<file path="config.mk">
export PLATFORM = sky130hd
export DESIGN_NAME = uart_frame_transmit
export DESIGN_NICKNAME = d
export VERILOG_FILES = /design/src/rtl/uart_pkg.sv /design/src/rtl/uart_frame_transmit_baud_counter.sv /design/src/rtl/uart_frame_transmit.sv
export SDC_FILE = /design/constraint.sdc
export NUM_CORES = 1
export LEC_CHECK = 0
export CAP_MARGIN = 25
export CORE_AREA = 2 2 123 125
export DETAILED_ROUTE_END_ITERATION = 8
export DIE_AREA = 0 0 125 127
export PLACE_DENSITY_LB_ADDON = 0.2
export SYNTH_ARGS = -nofsm -noshare
export SYNTH_HDL_FRONTEND = slang
export SYNTH_SLANG_ARGS = --single-unit
</file>
<file path="constraint.sdc">
create_clock -name clk_in -period 7.2 [get_ports clk_in]
set_clock_uncertainty 0.2 [all_clocks]
set_input_delay 1.44 -clock clk_in [delete_from_list [all_inputs] [get_ports clk_in]]
set_output_delay 1.44 -clock clk_in [all_outputs]
set_load 0.01 [all_outputs]
</file>
<file path="src/rtl/uart_pkg.sv">
// Shared UART types and constants used by the frame transmitter and its baud counter.
package uart_pkg;

  typedef enum logic [2:0] {
    IDLE,
    START,
    DATA,
    STOP,
    GAP
  } tx_state_t;

  localparam int BITS_PER_BYTE = 8;
  localparam int FRAME_BITS    = 10;

  function automatic int cycles_per_bit(input int clk, input int baud);
    return clk / baud;
  endfunction

endpackage

</file>
<file path="src/rtl/uart_frame_transmit_baud_counter.sv">
// Bit-time generator: one-cycle tick every CPB clocks, restarted by clear_in.
module baud_counter #(
  parameter int CPB = 868
) (
  input  logic clk_in,
  input  logic rst_in,
  input  logic clear_in,
  output logic tick_out
);

  localparam int CNT_W = (CPB > 1) ? $clog2(CPB) : 1;

  logic [CNT_W-1:0] cnt_q;
  logic [CNT_W-1:0] cnt_d;
  logic             at_end;

  always_comb begin
    at_end = (cnt_q == CNT_W'(CPB - 1));
    cnt_d  = cnt_q + 1'b1;
    if (clear_in || at_end) begin
      cnt_d = '0;
    end
  end

  always_ff @(posedge clk_in or negedge rst_in) begin
    if (!rst_in) begin
      cnt_q <= '0;
    end else begin
      cnt_q <= cnt_d;
    end
  end

  assign tick_out = at_end;

endmodule

</file>
<file path="src/rtl/uart_frame_transmit.sv">
// Serialises one WIDTH-bit word as consecutive 8N1 bytes, LSB byte first, LSB bit first.
module uart_frame_transmit
  import uart_pkg::*;
#(
  parameter int CLK_FREQ  = 100_000_000,
  parameter int BAUD_RATE = 115_200,
  parameter int WIDTH     = 80,
  parameter int GAP_BITS  = 0
) (
  input  logic             clk_in,
  input  logic             rst_in,
  input  logic [WIDTH-1:0] data_in,
  input  logic             ready_in,
  output logic             busy_out,
  output logic             done_out,
  output logic             tx_wire_out,
  output tx_state_t        state_out
);

  localparam int CPB       = cycles_per_bit(CLK_FREQ, BAUD_RATE);
  localparam int NUM_BYTES = (WIDTH + BITS_PER_BYTE - 1) / BITS_PER_BYTE;
  localparam int SH_W      = NUM_BYTES * BITS_PER_BYTE;
  localparam int BYTE_W    = $clog2(NUM_BYTES) + 1;
  localparam int GAP_W     = (GAP_BITS > 1) ? $clog2(GAP_BITS) : 1;
  localparam int GAP_LAST  = (GAP_BITS > 0) ? GAP_BITS - 1 : 0;

  // Handshake: a word is taken on any edge where ready_in=1 and busy_out=0;
  // ready_in while busy_out=1 is dropped, there is no holding register.
  tx_state_t         state_q, state_d;
  logic [2:0]        bit_idx_q, bit_idx_d;
  logic [BYTE_W-1:0] byte_idx_q, byte_idx_d;
  logic [GAP_W-1:0]  gap_cnt_q, gap_cnt_d;
  logic [SH_W-1:0]   sh_q, sh_d;
  logic              tx_q, tx_d;
  logic              busy_q, busy_d;
  logic              done_q, done_d;
  logic              clear;
  logic              tick;
  logic              slot_end;

  baud_counter #(
    .CPB(CPB)
  ) u_baud (
    .clk_in  (clk_in),
    .rst_in  (rst_in),
    .clear_in(clear),
    .tick_out(tick)
  );

  always_comb begin
    state_d    = state_q;
    bit_idx_d  = bit_idx_q;
    byte_idx_d = byte_idx_q;
    gap_cnt_d  = gap_cnt_q;
    sh_d       = sh_q;
    tx_d       = tx_q;
    busy_d     = busy_q;
    done_d     = 1'b0;
    clear      = 1'b0;
    slot_end   = 1'b0;

    case (state_q)
      IDLE: begin
        if (ready_in) begin
          sh_d       = SH_W'(data_in);
          state_d    = START;
          tx_d       = 1'b0;
          busy_d     = 1'b1;
          byte_idx_d = '0;
          bit_idx_d  = '0;
          clear      = 1'b1;
        end
      end
      START: begin
        if (tick) begin
          state_d = DATA;
          tx_d    = sh_q[0];
        end
      end
      DATA: begin
        // Shifting on every data bit leaves the next byte at the LSB after bit 7.
        if (tick) begin
          sh_d      = sh_q >> 1;
          bit_idx_d = bit_idx_q + 1'b1;
          if (bit_idx_q == 3'd7) begin
            state_d = STOP;
            tx_d    = 1'b1;
          end else begin
            tx_d = sh_q[1];
          end
        end
      end
      STOP: begin
        if (tick) begin
          if (GAP_BITS > 0) begin
            state_d   = GAP;
            gap_cnt_d = '0;
          end else begin
            slot_end = 1'b1;
          end
        end
      end
      GAP: begin
        if (tick) begin
          if (gap_cnt_q == GAP_W'(GAP_LAST)) begin
            slot_end = 1'b1;
          end else begin
            gap_cnt_d = gap_cnt_q + 1'b1;
          end
        end
      end
      default: begin
        state_d = IDLE;
      end
    endcase

    if (slot_end) begin
      if (byte_idx_q == BYTE_W'(NUM_BYTES - 1)) begin
        state_d    = IDLE;
        busy_d     = 1'b0;
        done_d     = 1'b1;
        tx_d       = 1'b1;
        byte_idx_d = '0;
      end else begin
        state_d    = START;
        byte_idx_d = byte_idx_q + 1'b1;
        tx_d       = 1'b0;
      end
    end
  end

  always_ff @(posedge clk_in or negedge rst_in) begin
    if (!rst_in) begin
      state_q    <= IDLE;
      bit_idx_q  <= '0;
      byte_idx_q <= '0;
      gap_cnt_q  <= '0;
      sh_q       <= '0;
      tx_q       <= 1'b1;
      busy_q     <= 1'b0;
      done_q     <= 1'b0;
    end else begin
      state_q    <= state_d;
      bit_idx_q  <= bit_idx_d;
      byte_idx_q <= byte_idx_d;
      gap_cnt_q  <= gap_cnt_d;
      sh_q       <= sh_d;
      tx_q       <= tx_d;
      busy_q     <= busy_d;
      done_q     <= done_d;
    end
  end

  assign busy_out    = busy_q;
  assign done_out    = done_q;
  assign tx_wire_out = tx_q;
  assign state_out   = state_q;

endmodule

</file>
==> impl_metrics.csv, run 1 <==
group,metric,value,unit
drt,postRouteWirelength,10000,um
pwr,power.switching,232,uW
pwr,highest_ir_drop_seen_on_vdd,0.118,mV
yosys,postSynthCellCount,400,
grt,wire_length_of_the_first_global_routing_pass,17500,um
yosys,async_flop_share,1.00,
yosys,post_synthesis_net_count,492,
grt,number_of_antenna_violations_at_the_first_check_in_global_routing,0,
layout,syn_to_final_growth,21.0,%
place,port_buffers,87,
hold_path,worstHoldPathCells,1,
clocking,worst_skew_pair.late_latency,350,ps
setup_path,worst_r2r_path_depth,9,
yosys,synth.yosys.seq_area_share,0.453,
layout,final.fill_count,1294,
clocking,sinks_on_clock_net,103,
pwr,cellInternalPower,870,uW
floorplanning,floorplan.core_area,0.0144,mm^2
floorplanning,io_pins,89,
layout,drive_above_1_share,0.386,
floorplanning,die-width,125,um
yosys,synth-edff-count,0,
yosys,average_footprint_of_a_synthesized_cell,14.2,um^2
place,detailed_place_hpwl,6670,um
yosys,yosys.cell_count.top_type,"sky130_fd_sc_hd__dfrtp_1",
grt,grt_start_max_net_pins,78,
timing,finalMaxSlewViolations,0,
drt,vias_per_cell,4.86,
timing,worst_slew_pin_tran,631,ps
drt,route.detailed.wl_per_inst,15.0,um
clocking,post-cts-setup-buffers,0,
clocking,worst_setup_hold_path_clk_slew,70,ps
setup_path,timing.critical_path.fanout_max,50,
yosys,xor_and_xnor_fraction_of_the_mapped_netlist_area,0.0123,
clocking,tritoncts,"yes",
grt,grt_overflow,0,
outcome,status,"finished clean",
pwr,seq_power_share,0.525,
clocking,clk_root_buffer_cell,"sky130_fd_sc_hd__clkbuf_16",
setup_path,worstSetupStartpointType,"flip-flop",
yosys,synthMuxAreaShare,0.382,
layout,nNetsFinal,571,
setup_path,critical-path-max-stage-delay,620,ps
drt,routed-via-count,3244,
grt,grt_pass1_vias,3501,
layout,insertedDiodeCount,0,
yosys,synthFlopType,"sky130_fd_sc_hd__dfrtp_1",
yosys,synth-compound-area-share,0.0271,
setup_path,crit_path_cell_trace,"inv_1, ha_4, buf_4, nor2_1, nor2_1, o21a_4, buf_16, buf_4, mux2_4",
yosys,synthesis.yosys.warnings,0,
yosys,post_synth_and_or_nand_nor_area_fraction,0.0572,
layout,util_after_layout,0.477,
timing,fmaxAchievable,258,MHz
floorplanning,die-area,0.0159,mm^2
drt,drc,0,
drt,drt-initial-drc-count,143,
setup_path,timing_worst_setup_path_type,"reg2reg",
floorplanning,dieHeight,127,um
timing,report.final.hold_viol_count,0,
clocking,clockBufferDepth,2,
pwr,leakagePower,0.00300,uW
yosys,synth_seq_cells,103,
timing,fin_setup_tns,0,ps
clocking,postCtsHoldBufs,0,
floorplanning,floorplan.initialDensity,0.394,
yosys,post_synth_instance_area,0.00569,mm^2
yosys,main_combinational_cell_family_by_area_after_synthesis,"multiplexers",
grt,grt.total_usage,0.137,
yosys,post_synth_main_area_contributors,"sky130_fd_sc_hd__dfrtp_1, sky130_fd_sc_hd__mux2_4, sky130_fd_sc_hd__mux2_2",
hold_path,timing.hold.worst.class,"reg2reg",
timing,final_setup_violation_count,0,
timing,finalCritPeriodShare,0.538,
setup_path,worst-endpoint-arrival,3910,ps
place,routabilityCongestion,0.728,
clocking,htree_num_levels,3,
setup_path,setup.worst_path.end_class,"flip-flop",
run,cap_violations,0,
yosys,synth.lib_cells_used.distinct,39,
floorplanning,rows,44,
drt,detail_route.first_pass.iterations,4,
yosys,synth_top_cells_by_count,"sky130_fd_sc_hd__dfrtp_1, sky130_fd_sc_hd__mux2_2, sky130_fd_sc_hd__mux2_4, sky130_fd_sc_hd__nor2_1, sky130_fd_sc_hd__clkbuf_1",
timing,timing.max_slew.rel_slack,0.579,
pwr,power_density,160,mW/mm^2
yosys,synth_adder_area_share,0.0198,
yosys,post-synth-top-area-cell,"sky130_fd_sc_hd__dfrtp_1",
clocking,cts_resized,0,
clocking,cts-buffers-inserted,9,
pwr,combinationalPowerShare,0.075,
pwr,p_sw_frac,0.210,
yosys,synthDominantCellAreaShare,0.449,
pwr,power_frac_clock,0.400,
setup_path,crit_path_top_delay_cell,"sky130_fd_sc_hd__buf_4",
drt,drtAntennaViolNets,0,
timing,grt_setup_unrepaired,"false",
timing,finalCriticalPeriod,3870,ps
setup_path,req_time_crit_path,7230,ps
## power by group through the flow
stage | Sequential, uW | Clock, uW | Combinational, uW
finish | 578 | 441 | 82.1
CTS | 578 | 463 | 83.2
detailed placement | 589 | 0 | 82.7
floorplan | 590 | 0 | 22.5
global route | 578 | 488 | 89.7
global placement | 589 | 0 | 82.3
## layout by cell type, fill, tap and decap left out, types with 2 or more instances in the layout
cell type,synthesis,routed
sky130_fd_sc_hd__nand2b_1,3,3
sky130_fd_sc_hd__mux2_4,79,79
sky130_fd_sc_hd__mux2i_1,5,5
sky130_fd_sc_hd__a21oi_1,3,3
sky130_fd_sc_hd__o21ai_0,9,9
sky130_fd_sc_hd__a31oi_1,4,4
sky130_fd_sc_hd__inv_1,7,7
sky130_fd_sc_hd__nor3_1,5,5
sky130_fd_sc_hd__buf_4,2,4
sky130_fd_sc_hd__o21a_1,3,3
sky130_fd_sc_hd__dfrtp_1,102,102
sky130_fd_sc_hd__nor2_1,18,18
sky130_fd_sc_hd__clkbuf_1,10,4
sky130_fd_sc_hd__ha_1,9,8
sky130_fd_sc_hd__and3_1,2,2
sky130_fd_sc_hd__mux2_2,83,83
sky130_fd_sc_hd__clkbuf_16,0,9
sky130_fd_sc_hd__nand4_1,4,4
sky130_fd_sc_hd__xnor2_1,5,5
sky130_fd_sc_hd__xor2_1,3,3
sky130_fd_sc_hd__nand3_1,7,7
sky130_fd_sc_hd__clkinv_2,0,2
sky130_fd_sc_hd__clkdlybuf4s50_1,0,86
sky130_fd_sc_hd__nand2_1,6,6
sky130_fd_sc_hd__and2_1,4,4
## critical path, delay by kind of cell, from the launching register on
kind,cells,cell delay (ps)
fa+ha+maj,1,480
compound gates,1,340
buf+inv,4,1560
simple gates,2,340
mux,1,340
flops,1,410
## sequential cells by signal, indices dropped and copies added, names as in the netlist
register      flops
done_out          1
busy_out          1
byte_idx_q        5
state_out         2
tx_wire_out       1
bit_idx_q         3
u_baud.cnt_q     10
sh_q             80
## path summary, 6_finish.rpt
check,startpoint,end,slack [ps]
worst max-delay path,state_out[0],sh_q[44],3330
worst min-delay path,byte_idx_q[4],byte_idx_q[4],280
worst max register to register,state_out[0],sh_q[44],3330
worst min register to register,byte_idx_q[4],byte_idx_q[4],280
max in group asynchronous,rst_in,sh_q[58],4940
min in group asynchronous,rst_in,sh_q[25],800
## layer usage
metal	track usage	vias to the layer above	share of wire
li1	-	1581	-
met3	0.0436	12	0.045
met5	0	-	0
met1	0.179	1594	0.48
met4	0.0451	0	0.015
met2	0.216	57	0.46
## cell type report
| type | count | area (um^2) | share of cell area |
|---|---|---|---|
| clock inverter | 3 | 18.8 | 0.00273 |
| tap | 184 | 230 | 0.0335 |
| timing repair buffer | 92 | 938 | 0.136 |
| sequential | 103 | 2580 | 0.375 |
| inverter | 7 | 26.3 | 0.00382 |
| multi-input combinational | 266 | 2850 | 0.414 |
| clock buffer | 13 | 240 | 0.0349 |
## cells by family (layout without fill, tap and decap cells)
logic type / count (synthesis) / after routing
mux: 167 / 167
compound gates: 24 / 24
simple gates: 57 / 57
other cells: 1 / 1
xor+xnor: 8 / 8
flops: 103 / 103
fa+ha+maj: 9 / 9
buf+inv: 31 / 115
## per-stage QoR
step / power (uW) / cell area [um^2] / setup slack (ps) / hold WS (ps) / std cells
after floorplan: 612 / 5690 / 4300 / 245 / 400
after global placement: 672 / 6580 / 2750 / 267 / 650
after detailed placement: 672 / 6600 / 3040 / 269 / 651
after CTS: 1120 / 6860 / 3260 / 279 / 667
after global routing: 1160 / 6880 / 3040 / 326 / 668
final: 1100 / 6880 / 3330 / 279 / 668
No activity file was read; power rests on OpenSTA's default activity.
==> run 2, diff against run 1 <==
clock period = 3.7 ns   (was 7.2 ns; I/O delays follow)
==> run 2 against run 1 <==
  * Cell count rose by 0.15%
  * Design area is 0.87% higher
  * Highest routed layer unchanged
  * Wire length rose by 4.8%
  * Global-route usage is 0.23 points higher
  * Hold slack worse by 90 ps
  * Register-to-register slack worse by 2400 ps
  * Core utilization grew 0.42 points
  * First-iteration DRC count down 14%
==> impl_metrics.csv, run 2 (synthesis gave the netlist of run 1 again) <==
group,metric,value,unit
timing,final_setup_violation_count,0,
outcome,status,"finished clean",
layout,largest-register,"sh_q",
timing,report.final.hold_viol_count,0,
floorplanning,die-area,0.0159,mm^2
clocking,clk_root_buffer_cell,"sky130_fd_sc_hd__clkbuf_16",
timing,fin_setup_tns,0,ps
pwr,power.switching,473,uW
pwr,power_frac_clock,0.440,
layout,nNetsFinal,573,
layout,finalNonFillerCells,669,
clocking,post-cts-setup-buffers,0,
setup_path,worst-endpoint-arrival,2800,ps
drt,vias_per_cell,4.86,
pwr,combinationalPowerShare,0.070,
drt,drc,0,
setup_path,timing.reg2reg.setup_slack,940,ps
grt,grt_start_max_net_pins,54,
grt,grt.total_usage,0.139,
setup_path,critical_path.top_delay_family,"adder cells",
clocking,cts-buffers-inserted,9,
layout,insertedDiodeCount,0,
grt,grt_overflow,0,
setup_path,crit_path_cell_trace,"inv_1, ha_4, nor2_1, nor2_1, o21a_4, buf_12, mux2_4",
run,cap_violations,0,
layout,util_after_layout,0.481,
clocking,worst_skew_pair.late_latency,350,ps
setup_path,timing.critical_path.fanout_max,35,
grt,number_of_antenna_violations_at_the_first_check_in_global_routing,0,
floorplanning,dieHeight,127,um
pwr,power_density,331,mW/mm^2
place,numPlacedInstances,654,
setup_path,timing_worst_setup_path_type,"reg2reg",
timing,finalCriticalPeriod,2760,ps
clocking,cts_resized,0,
setup_path,critical-path-max-stage-delay,490,ps
drt,detail_route.first_pass.iterations,4,
timing,fmaxAchievable,362,MHz
setup_path,req_time_crit_path,3740,ps
setup_path,regToRegEndpoint,"sh_q[38]",
drt,drt-initial-drc-count,123,
hold_path,timing.hold.worst.class,"in2async",
pwr,p_sw_frac,0.206,
timing,post_route_setup_slack,939,ps
place,place_ws,699,ps
setup_path,cp_common_cell,"sky130_fd_sc_hd__nor2_1",
drt,routed-via-count,3253,
pwr,leakagePower,0.00303,uW
setup_path,timing.rr.start,"state_out[0]",
pwr,seq_power_share,0.490,
layout,final.fill_count,1260,
drt,drtAntennaViolNets,0,
clocking,sinks_on_clock_net,103,
floorplanning,io_pins,89,
setup_path,setup.worst_path.end_class,"flip-flop",
layout,syn_to_final_growth,22.0,%
clocking,clockBufferDepth,2,
timing,finalMaxSlewViolations,0,
setup_path,crit_buf_inv,2,
timing,finalCritPeriodShare,0.746,
place,routabilityCongestion,0.791,
layout,number_of_flip_flops_in_the_largest_register,80,
floorplanning,floorplan.core_area,0.0144,mm^2
drt,route.detailed.wl_per_inst,15.7,um
place,port_buffers,87,
clocking,worst_setup_hold_path_clk_slew,70,ps
grt,wire_length_of_the_first_global_routing_pass,17600,um
grt,grt_pass1_vias,3486,
setup_path,worst_r2r_path_depth,7,
setup_path,crit_path_top_delay_cell,"sky130_fd_sc_hd__ha_4",
drt,postRouteWirelength,10500,um
clocking,postCtsHoldBufs,0,
timing,timing.max_slew.rel_slack,0.563,
layout,layout.cells.most_common,"sky130_fd_sc_hd__dfrtp_1",
clocking,tritoncts,"yes",
layout,regs_by_ff_count,"sh_q: 80 flops, u_baud.cnt_q: 10 flops, byte_idx_q: 5 flops",
timing,worst_slew_pin_tran,655,ps
layout,drive_above_1_share,0.396,
pwr,highest_ir_drop_seen_on_vdd,0.241,mV
floorplanning,die-width,125,um
floorplanning,floorplan.initialDensity,0.394,
setup_path,worstSetupStartpointType,"flip-flop",
place,detailed_place_hpwl,7110,um
timing,finalHoldWorstSlack,189,ps
pwr,cellInternalPower,1820,uW
clocking,htree_num_levels,3,
floorplanning,rows,44,
layout,final_cell_mix,"sky130_fd_sc_hd__dfrtp_1, sky130_fd_sc_hd__clkdlybuf4s50_1, sky130_fd_sc_hd__mux2_2",
timing,grt_setup_unrepaired,"false",
run 2: area by class of cell:
| type | instances | area [um^2] | share of cell area |
|---|---|---|---|
| clock buffers | 9 | 225 | 0.0324 |
| clock inverters | 6 | 86.3 | 0.0124 |
| inverters | 7 | 26.3 | 0.00379 |
| multi-input cells | 266 | 2850 | 0.410 |
| flip-flops and latches | 103 | 2580 | 0.371 |
| well taps | 184 | 230 | 0.0332 |
| repair buffers | 94 | 946 | 0.136 |
run 2: worst max-delay path by stage:
stage                            start     endpoint  depth (start not counted)
after global routing      state_out[0]  tx_wire_out                          7
after detailed placement      ready_in     sh_q[38]                          6
final                     state_out[0]     sh_q[38]                          7
after global placement        ready_in     sh_q[27]                          6
after floorplan           state_out[0]      sh_q[0]                          7
after CTS                 state_out[0]     sh_q[38]                          7
run 2: through the flow:
step           cell area (um^2)  total power [uW]
3_3_place_gp               6630              1310
2_1_floorplan              5690              1190
4_1_cts                    6940              2340
6_report                   6940              2300
5_1_grt                    6940              2380
3_5_place_dp               6630              1310
run 2: worst reg2reg max path, stage by stage (launching register included):
cell                      delay (ps)
sky130_fd_sc_hd__dfrtp_1         410
sky130_fd_sc_hd__inv_1           160
sky130_fd_sc_hd__ha_4            490
sky130_fd_sc_hd__nor2_1          170
sky130_fd_sc_hd__nor2_1          170
sky130_fd_sc_hd__o21a_4          380
sky130_fd_sc_hd__buf_12          320
sky130_fd_sc_hd__mux2_4          350
run 2: routing by layer:
layer  up-vias  global-route usage  wire length (um)
li1       1581                   -                 -
met3        10              0.0423               437
met1      1603               0.182              4930
met2        59               0.223              5020
met4         0              0.0412               142
met5         -                   0                 0
run 2: power by group through the flow:
stage / combinational [uW] / sequential (uW) / clock, uW
final: 160 / 1130 / 1010
after global routing: 176 / 1120 / 1080
after detailed placement: 164 / 1150 / 0
after CTS: 165 / 1120 / 1050
after floorplan: 43.8 / 1150 / 0
after global placement: 162 / 1150 / 0
==> run 3, diff against run 2 <==
clock period = 2.4 ns   (was 3.7 ns; I/O delays follow)
==> run 3 against run 2 <==
  * Register-to-register slack lost 770 ps
  * Sequential share of layout area is 0.44 points lower
  * Combinational power up 54%
  * Core utilization grew 0.58 points
  * Largest power group unchanged
  * The run now ends with hold timing left
  * Flip-flop and latch count unchanged
==> impl_metrics.csv, run 3 (synthesis gave the netlist of run 1 again) <==
group,metric,value,unit
outcome,status,"finished with violations",
outcome,violated_checks,"hold timing",
setup_path,setup.worst_path.end_class,"flip-flop",
clocking,sinks_on_clock_net,103,
pwr,leakagePower,0.00307,uW
drt,detail_route.wirelength.met1,5150,um
drt,drc,0,
setup_path,worst_r2r_path_depth,7,
grt,wire_length_of_the_first_global_routing_pass,18100,um
drt,wl_met3,407,um
floorplanning,floorplan.core_area,0.0144,mm^2
setup_path,req_time_crit_path,2420,ps
floorplanning,die-width,125,um
place,port_buffers,87,
drt,vias_per_cell,4.90,
grt,number_of_antenna_violations_at_the_first_check_in_global_routing,0,
layout,insertedDiodeCount,0,
drt,routed-via-count,3319,
timing,finalCritPeriodShare,0.931,
timing,finalHoldWorstSlack,-10.2,ps
grt,grt_start_max_net_pins,104,
pwr,power_density,482,mW/mm^2
clocking,clk_root_buffer_cell,"sky130_fd_sc_hd__clkbuf_16",
layout,syn_to_final_growth,23.5,%
clocking,post-cts-setup-buffers,0,
layout,number_of_flip_flops_in_the_largest_register,80,
clocking,clockBufferDepth,2,
setup_path,timing.rr.start,"state_out[0]",
drt,met2_wirelength,4750,um
setup_path,crit_path_top_delay_cell,"sky130_fd_sc_hd__dfrtp_1",
timing,grt_setup_unrepaired,"false",
clocking,postCtsHoldBufs,0,
clocking,worst_setup_hold_path_clk_slew,70,ps
setup_path,regToRegEndpoint,"sh_q[4]",
place,detailed_place_hpwl,6900,um
timing,report.final.hold_viol_count,2,
clocking,worst_skew_pair.late_latency,340,ps
timing,finalCriticalPeriod,2230,ps
setup_path,timing_worst_setup_path_type,"reg2reg",
layout,drive_above_1_share,0.407,
place,routabilityCongestion,0.753,
setup_path,critical-path-max-stage-delay,410,ps
drt,detail_route.first_pass.iterations,4,
hold_path,timing.hold.worst.class,"in2async",
setup_path,cp_common_cell,"sky130_fd_sc_hd__nor2_1",
layout,nNetsFinal,581,
layout,fin_area,0.00703,mm^2
timing,timing.max_slew.rel_slack,0.621,
setup_path,worst-endpoint-arrival,2250,ps
place,placed_area,0.00674,mm^2
floorplanning,die-area,0.0159,mm^2
drt,drtAntennaViolNets,0,
grt,grt_pass1_vias,3563,
timing,finalMaxSlewViolations,0,
clocking,htree_num_levels,3,
setup_path,crit_path_cell_trace,"inv_1, ha_1, nor2_1, nor2_1, o21a_4, buf_4, mux2_4",
drt,postRouteWirelength,10500,um
layout,final_cell_mix,"sky130_fd_sc_hd__dfrtp_1, sky130_fd_sc_hd__clkdlybuf4s50_1, sky130_fd_sc_hd__mux2_2",
drt,route.detailed.wl_per_inst,15.4,um
timing,fmaxAchievable,448,MHz
floorplanning,floorplan.initialDensity,0.394,
setup_path,timing.critical_path.fanout_max,8,
timing,fin_setup_tns,0,ps
clocking,tritoncts,"yes",
timing,worst_slew_pin_tran,568,ps
grt,grt.total_usage,0.140,
layout,largest-register,"sh_q",
clocking,cts-buffers-inserted,9,
floorplanning,rows,44,
grt,grt_overflow,0,
clocking,cts_resized,0,
timing,final_setup_violation_count,0,
layout,regs_by_ff_count,"sh_q: 80 flops, u_baud.cnt_q: 10 flops, byte_idx_q: 5 flops",
drt,drt-initial-drc-count,178,
layout,layout.cells.most_common,"sky130_fd_sc_hd__dfrtp_1",
layout,util_after_layout,0.487,
pwr,highest_ir_drop_seen_on_vdd,0.321,mV
run,cap_violations,0,
setup_path,worstSetupStartpointType,"flip-flop",
floorplanning,io_pins,89,
pwr,total_power,3390,uW
setup_path,timing.reg2reg.setup_slack,170,ps
floorplanning,dieHeight,127,um
drt,route.top_layer_used,"met4",
[run 3: cell types whose count changed in the layout (fill, tap and decap cells not counted), sizes merged]
cell and change:
bufinv -2, clkbuf +2, clkinv -1, clkinvlp +2
buf +8
[run 3: worst max-delay path by stage]
stage	from	endpoint	slack, ps	depth (start not counted)
after floorplan	state_out[0]	sh_q[0]	80	7
after detailed placement	ready_in	sh_q[44]	100	6
after global routing	state_out[0]	sh_q[4]	1	7
after CTS	state_out[0]	sh_q[4]	170	7
after global placement	ready_in	sh_q[28]	80	6
final	state_out[0]	sh_q[4]	170	7
[run 3: cell type report]
cell class,instances,area [um^2]
Clock inverter,5,32.5
Sequential cell,103,2580
Fill cell,1281,7400
Inverter,7,26.3
Tap cell,184,230
Clock buffer,11,253
Multi-Input combinational cell,266,2850
Timing Repair Buffer,102,1060
[run 3: per-stage QoR]
stage / setup WS, ps / std cells
floorplan: 82.0 / 400
global placement: 77.1 / 662
detailed placement: 96.2 / 662
CTS: 172 / 678
global route: 1.40 / 678
finish: 166 / 678
[run 3: worst max-delay path: cells and delay by family (launching register included)]
kind            cells  cell delay [ps]
mux                 1              310
compound gates      1              260
flops               1              410
buf+inv             2              330
simple gates        2              300
fa+ha+maj           1              300
[run 3: where the power goes]
group | leakage (uW) | total (uW) | internal [uW] | switching, uW
sequential | 0.00139 | 1730 | 1730 | 0
combinational | 0.00155 | 246 | 170 | 75.9
clock | 0.000134 | 1410 | 757 | 652
total | 0.00307 | 3390 | 2660 | 727
[run 3: layer usage]
layer	up-vias	track usage
li1	1603	-
met3	8	0.0281
met5	-	0
met1	1648	0.195
met4	0	0.0510
met2	60	0.218
